<file path="src/rtl/arb_rr8.sv">
// rtl/arb_rr8.sv - eight-way round-robin arbiter with optional hold timeout
module arb_rr8 #(
    parameter int MAX_HOLD = 0
) (
    input  logic       clk,
    input  logic       reset,
    input  logic [7:0] req,
    input  logic       done,
    output logic [7:0] gnt,
    output logic [2:0] gnt_idx,
    output logic       gnt_valid,
    output logic       timeout
);

    typedef enum logic {
        ST_IDLE  = 1'b0,
        ST_GRANT = 1'b1
    } state_t;

    // A zero MAX_HOLD disables forced release entirely.
    localparam bit         TIMEOUT_EN = (MAX_HOLD != 0);
    localparam logic [7:0] HOLD_LAST  = 8'(MAX_HOLD - 1);

    state_t     state_q, state_d;
    logic [2:0] ptr_q, ptr_d;
    logic [7:0] hold_cnt_q, hold_cnt_d;
    logic [7:0] gnt_q, gnt_d;
    logic [2:0] gnt_idx_q, gnt_idx_d;
    logic       gnt_valid_q, gnt_valid_d;
    logic       timeout_q, timeout_d;

    logic [2:0] scan_idx;
    logic [2:0] winner;
    logic       release_now;
    logic       force_now;

    // Rotating priority scan: walk downward so the smallest offset from ptr wins.
    always_comb begin
        winner   = ptr_q;
        scan_idx = ptr_q;
        for (int k = 7; k >= 0; k--) begin
            scan_idx = ptr_q + k[2:0];
            if (req[scan_idx]) begin
                winner = scan_idx;
            end
        end
    end

    // Release conditions for the current owner; a voluntary release masks the timeout.
    always_comb begin
        release_now = done || !req[gnt_idx_q];
        force_now   = TIMEOUT_EN && (hold_cnt_q == HOLD_LAST);
    end

    // State and registered outputs.
    always_ff @(posedge clk) begin
        if (reset) begin
            state_q     <= ST_IDLE;
            ptr_q       <= 3'd0;
            hold_cnt_q  <= 8'd0;
            gnt_q       <= 8'h00;
            gnt_idx_q   <= 3'd0;
            gnt_valid_q <= 1'b0;
            timeout_q   <= 1'b0;
        end else begin
            state_q     <= state_d;
            ptr_q       <= ptr_d;
            hold_cnt_q  <= hold_cnt_d;
            gnt_q       <= gnt_d;
            gnt_idx_q   <= gnt_idx_d;
            gnt_valid_q <= gnt_valid_d;
            timeout_q   <= timeout_d;
        end
    end

    // Next-state logic: grant from IDLE, release or force-release from GRANT.
    always_comb begin
        state_d     = state_q;
        ptr_d       = ptr_q;
        hold_cnt_d  = hold_cnt_q;
        gnt_d       = gnt_q;
        gnt_idx_d   = gnt_idx_q;
        gnt_valid_d = gnt_valid_q;
        timeout_d   = 1'b0;
        case (state_q)
            ST_IDLE: begin
                if (|req) begin
                    state_d     = ST_GRANT;
                    gnt_idx_d   = winner;
                    gnt_d       = 8'h01 << winner;
                    gnt_valid_d = 1'b1;
                    hold_cnt_d  = 8'd0;
                end
            end
            ST_GRANT: begin
                if (release_now || force_now) begin
                    state_d     = ST_IDLE;
                    gnt_d       = 8'h00;
                    gnt_valid_d = 1'b0;
                    ptr_d       = gnt_idx_q + 3'd1;
                    timeout_d   = !release_now;
                end else begin
                    hold_cnt_d  = hold_cnt_q + 8'd1;
                end
            end
            default: begin
                state_d = ST_IDLE;
            end
        endcase
    end

    // Outputs come straight from registers; no input reaches them combinationally.
    always_comb begin
        gnt       = gnt_q;
        gnt_idx   = gnt_idx_q;
        gnt_valid = gnt_valid_q;
        timeout   = timeout_q;
    end

endmodule

</file>
<file path="config.mk">
export PLATFORM = sky130hd
export DESIGN_NAME = arb_rr8
export DESIGN_NICKNAME = d
export VERILOG_FILES = /design/src/rtl/arb_rr8.sv
export SDC_FILE = /design/constraint.sdc
export NUM_CORES = 1
export LEC_CHECK = 0
export ABC_AREA = 1
export CAP_MARGIN = 20
export CORE_MARGIN = 8
export CORE_UTILIZATION = 54
export CTS_CLUSTER_SIZE = 24
export DETAILED_ROUTE_END_ITERATION = 16
export PLACE_DENSITY_LB_ADDON = 0.12
export SYNTH_ARGS = -nofsm -noshare
export SYNTH_HDL_FRONTEND = slang
export SYNTH_SLANG_ARGS = --single-unit
</file>
<file path="constraint.sdc">
create_clock -name clk -period 3 [get_ports clk]
set_clock_uncertainty 0.1 [all_clocks]
set_input_delay 0.3 -clock clk [delete_from_list [all_inputs] [get_ports clk]]
set_output_delay 0.3 -clock clk [all_outputs]
set_load 0.02 [all_outputs]
</file>
==> results by group <==
Die
  – I/O pins: 24
  – Die width: 69.0 um
  – Initial Util: 56.0%
  – FP Rows: 19
  – Die area: 4760 sq um
  – Die height: 69.0 um
  – Area of the core: 2710 sq um

Clock network
  – Post-CTS sizing: 0
  – Clock-pin slew on the worst setup and hold paths: 0.10 ns
  – Htree depth: 1
  – Num CTS Buffers: 3
  – Postcts setup bufs: 0
  – CTS Buffer Depth: 2
  – Clk root buf: clkbuf_4
  – Clock Latency Late Sink: 0.28 ns
  – Hold Buf Count CTS: 0
  – CTS sink count: 17
  – TritonCTS clock tree: yes

Power
  – Switch share: 53.3%
  – Leak: 0.829 nW
  – Clock group share of total power: 7.3%
  – P_sw: 0.000880 W
  – VDD IR-drop max: 727 uV
  – Flop pwr share: 20.3%
  – Pwr Density: 925 nW/um^2
  – Share of power burned in combinational logic: 72.4%
  – Int Power: 0.000770 W

Setup path
  – Critical Path Source Type: flip-flop
  – CP Launch Point: ptr_q[0]$_SDFFE_PP0P_
  – Worst R2R Start: ptr_q[0]$_SDFFE_PP0P_
  – Largest delay contributor family on the critical path: simple AND/OR/NAND/NOR gates
  – Setup crit end kind: flip-flop
  – CP arrival: 2.67 ns
  – Worst Path Buf+Inv: 2
  – Most frequent CP cell: nand2_1
  – Worst Reg2Reg Path Length in Cells: 18
  – R2R Setup Slk: 0.45 ns
  – CP Capture Point: gnt[2]$_SDFFE_PP0P_
  – Reg-to-reg endpoint: gnt[2]$_SDFFE_PP0P_
  – Crit path largest cell delay: 0.51 ns
  – Slowest stage cell, crit path: ha_1
  – Crit path kind: flip-flop to flip-flop
  – CP Data Required Time: 3.12 ns
  – CP max FO: 11
  – Worst path depth: 18
  – CP Cell Sequence: inv_4 > ha_1 > inv_2 > nand3_1 > nand3_2 > nand2_1 > nand3_1 > nand2_1 > nand2_1 > nand2_1 > nand2_1 > nand2_1 > nand2_1 > nand2_2 > nand2_2 > nor2_4 > nand2_1 > a21oi_2

Logic synthesis
  – Post-synthesis mux area share: 0%
  – YS warnings: 0
  – Post-synthesis compound-gate area fraction: 15.5%
  – Synth Instances: 227
  – Largest family of logic cells by synthesized area: simple AND/OR/NAND/NOR gates
  – Yosys reg bits: 17
  – Synth area leader: dfxtp_1
  – Top post-synthesis cells by area: dfxtp_1 22%, nand2_1 15%, nand3_2 9.9%
  – Mapped cell area: 1520 sq um
  – Syn Nets: 241
  – Post-synthesis simple-gate area fraction: 47.4%
  – Seq/Total Area, Yosys: 22.4%
  – Adder-cell share of the synthesized area: 2.48%
  – Syn avg cell area: 6.68 sq um
  – Distinct cell type count after synthesis: 29
  – Yosys top cell area share: 22.4%
  – Xor/xnor share of the synthesized area: 1.16%

Timing
  – Max Freq: 0.392 GHz
  – Final Hold Vio Count: 0
  – Final Max Slew Viols: 0
  – Final setup violation count: 0
  – Final period util: 85.1%
  – Final hold slack: 0.377 ns
  – Final setup TNS: 0 ns
  – RSZ-0062 raised after global routing: no
  – Min cycle time layout: 2.55 ns

Global routing
  – GRT Total Usage: 17.2%
  – Largest net degree at the start of global routing: 12
  – Antenna violations before repair: 0
  – Grt total ovfl: 0
  – Vias in the first global route: 1444
  – First-pass GRT wire length: 6400 um

Routing
  – Vias per cell: 5.23
  – Routed wire length: 3630 um
  – DRT iter0 DRCs: 127
  – DR pass1 iterations: 4
  – Vias: 1481
  – Residual DRC: 0
  – Post-DRT Antenna Nets: 0
  – Routed wire length per instance: 12.8 um

Finish
  – Post-route cell area: 1780 sq um
  – Area growth, synth to finish: 17.7%
  – Final nets: 267
  – Multi-input logic area: 1010 sq um
  – Antenna cell count: 0
  – Non-Filler Instances: 283
  – Filler cells: 259
  – Share of cells above drive strength 1: 24.2%
  – Area occupied by registers: 340 sq um

Place
  – Placer congestion estimate: 0.919
  – Post-placement cell area: 1760 sq um
  – DP HPWL: 2890 um
  – IO buf count: 23
  – Placed Instances: 279

Status
  – Status: completed

Job
  – Total of max-cap violations: 0

Hold path
  – HP Class: flip-flop to flip-flop
worst min-delay path by stage:
stage	startpoint	end	cells past startpoint
after floorplan	state_q$_SDFF_PP0_	state_q$_SDFF_PP0_	2
after global placement	gnt[4]$_SDFFE_PP0P_	gnt[4]$_SDFFE_PP0P_	2
after detailed placement	state_q$_SDFF_PP0_	state_q$_SDFF_PP0_	2
after CTS	state_q$_SDFF_PP0_	state_q$_SDFF_PP0_	2
after global routing	state_q$_SDFF_PP0_	state_q$_SDFF_PP0_	2
final	state_q$_SDFF_PP0_	state_q$_SDFF_PP0_	2
sequential cells by signal (all words and copies together), names as in the netlist:
| name | cells |
|---|---|
| gnt | 8 |
| gnt_idx | 3 |
| ptr_q | 3 |
| gnt_valid | 1 |
| state_q | 1 |
| timeout | 1 |
worst reg2reg max path, cell delays in order, from the launching register on:
cell and delay, ns:
dfxtp_1 0.38, inv_4 0.12, ha_1 0.52, inv_2 0.14
nand3_1 0.16, nand3_2 0.11, nand2_1 0.07, nand3_1 0.06
nand2_1 0.07, nand2_1 0.06, nand2_1 0.05, nand2_1 0.05
nand2_1 0.05, nand2_1 0.06, nand2_2 0.09, nand2_2 0.07
nor2_4 0.12, nand2_1 0.09, a21oi_2 0.13
cells in the final DEF, fill, tap and decap left out, types with 2 or more instances in the layout:
master	netlist	routed
nand3_1	21	21
nand2_4	6	6
inv_2	7	7
inv_1	20	20
buf_4	2	3
a21oi_2	8	8
nor2_2	3	3
inv_4	2	2
ha_1	3	3
o21ai_0	10	10
a31oi_1	2	2
nand2_1	60	60
a21oi_1	14	14
nand3_2	15	15
nand2_2	12	12
clkdlybuf4s50_1	0	23
xor2_1	2	2
clkbuf_4	0	3
dfxtp_1	17	17
nor2_1	12	12
per-stage QoR:
step,total power [W],utilization [%],worst slack (ns)
after global routing,0.00183,65.8,0.188
after CTS,0.00166,65.8,0.462
after floorplan,0.00127,-,0.639
after global placement,0.00153,64.9,0.485
final,0.00165,65.8,0.448
after detailed placement,0.00153,64.9,0.494
power by group through the flow:
stage	logic, W	registers (W)	clock network, W
detailed placement	0.00119	0.000340	0
finish	0.00119	0.000335	0.000121
floorplan	0.000891	0.000379	0
global placement	0.00119	0.000341	0
CTS	0.00120	0.000335	0.000122
global route	0.00134	0.000345	0.000136
cells in the mapped netlist, drive strengths merged:
library cell	instances
nor4	1
inv	29
nand3	36
a21oi	23
nand3b	1
o221ai	1
dfxtp	17
nor2	16
a31oi	2
buf	5
o21ai	10
o211ai	1
nand2	78
ha	3
conb	1
and3	1
xor2	2
layer usage:
metal / share of wire (%) / global-route usage (%) / wire length (um)
met4: 2.3 / 6.77 / 83
met3: 5.1 / 3.07 / 184
met5: 0 / 0 / 0
met1: 46 / 21.3 / 1660
met2: 47 / 28.8 / 1700
kinds of logic after synthesis:
family / after synthesis
other cells: 1
buf+inv: 34
simple gates: 133
compound gates: 37
fa+ha+maj: 3
xor+xnor: 2
flops: 17
final cells by class:
type | instances | area share, %
Inverter | 29 | 6.38
Sequential cell | 17 | 19.1
Multi-Input combinational cell | 176 | 56.7
Timing Repair Buffer | 26 | 14.2
Tap cell | 31 | 2.17
Clock buffer | 4 | 1.47
No activity file was read; power rests on OpenSTA's default activity.
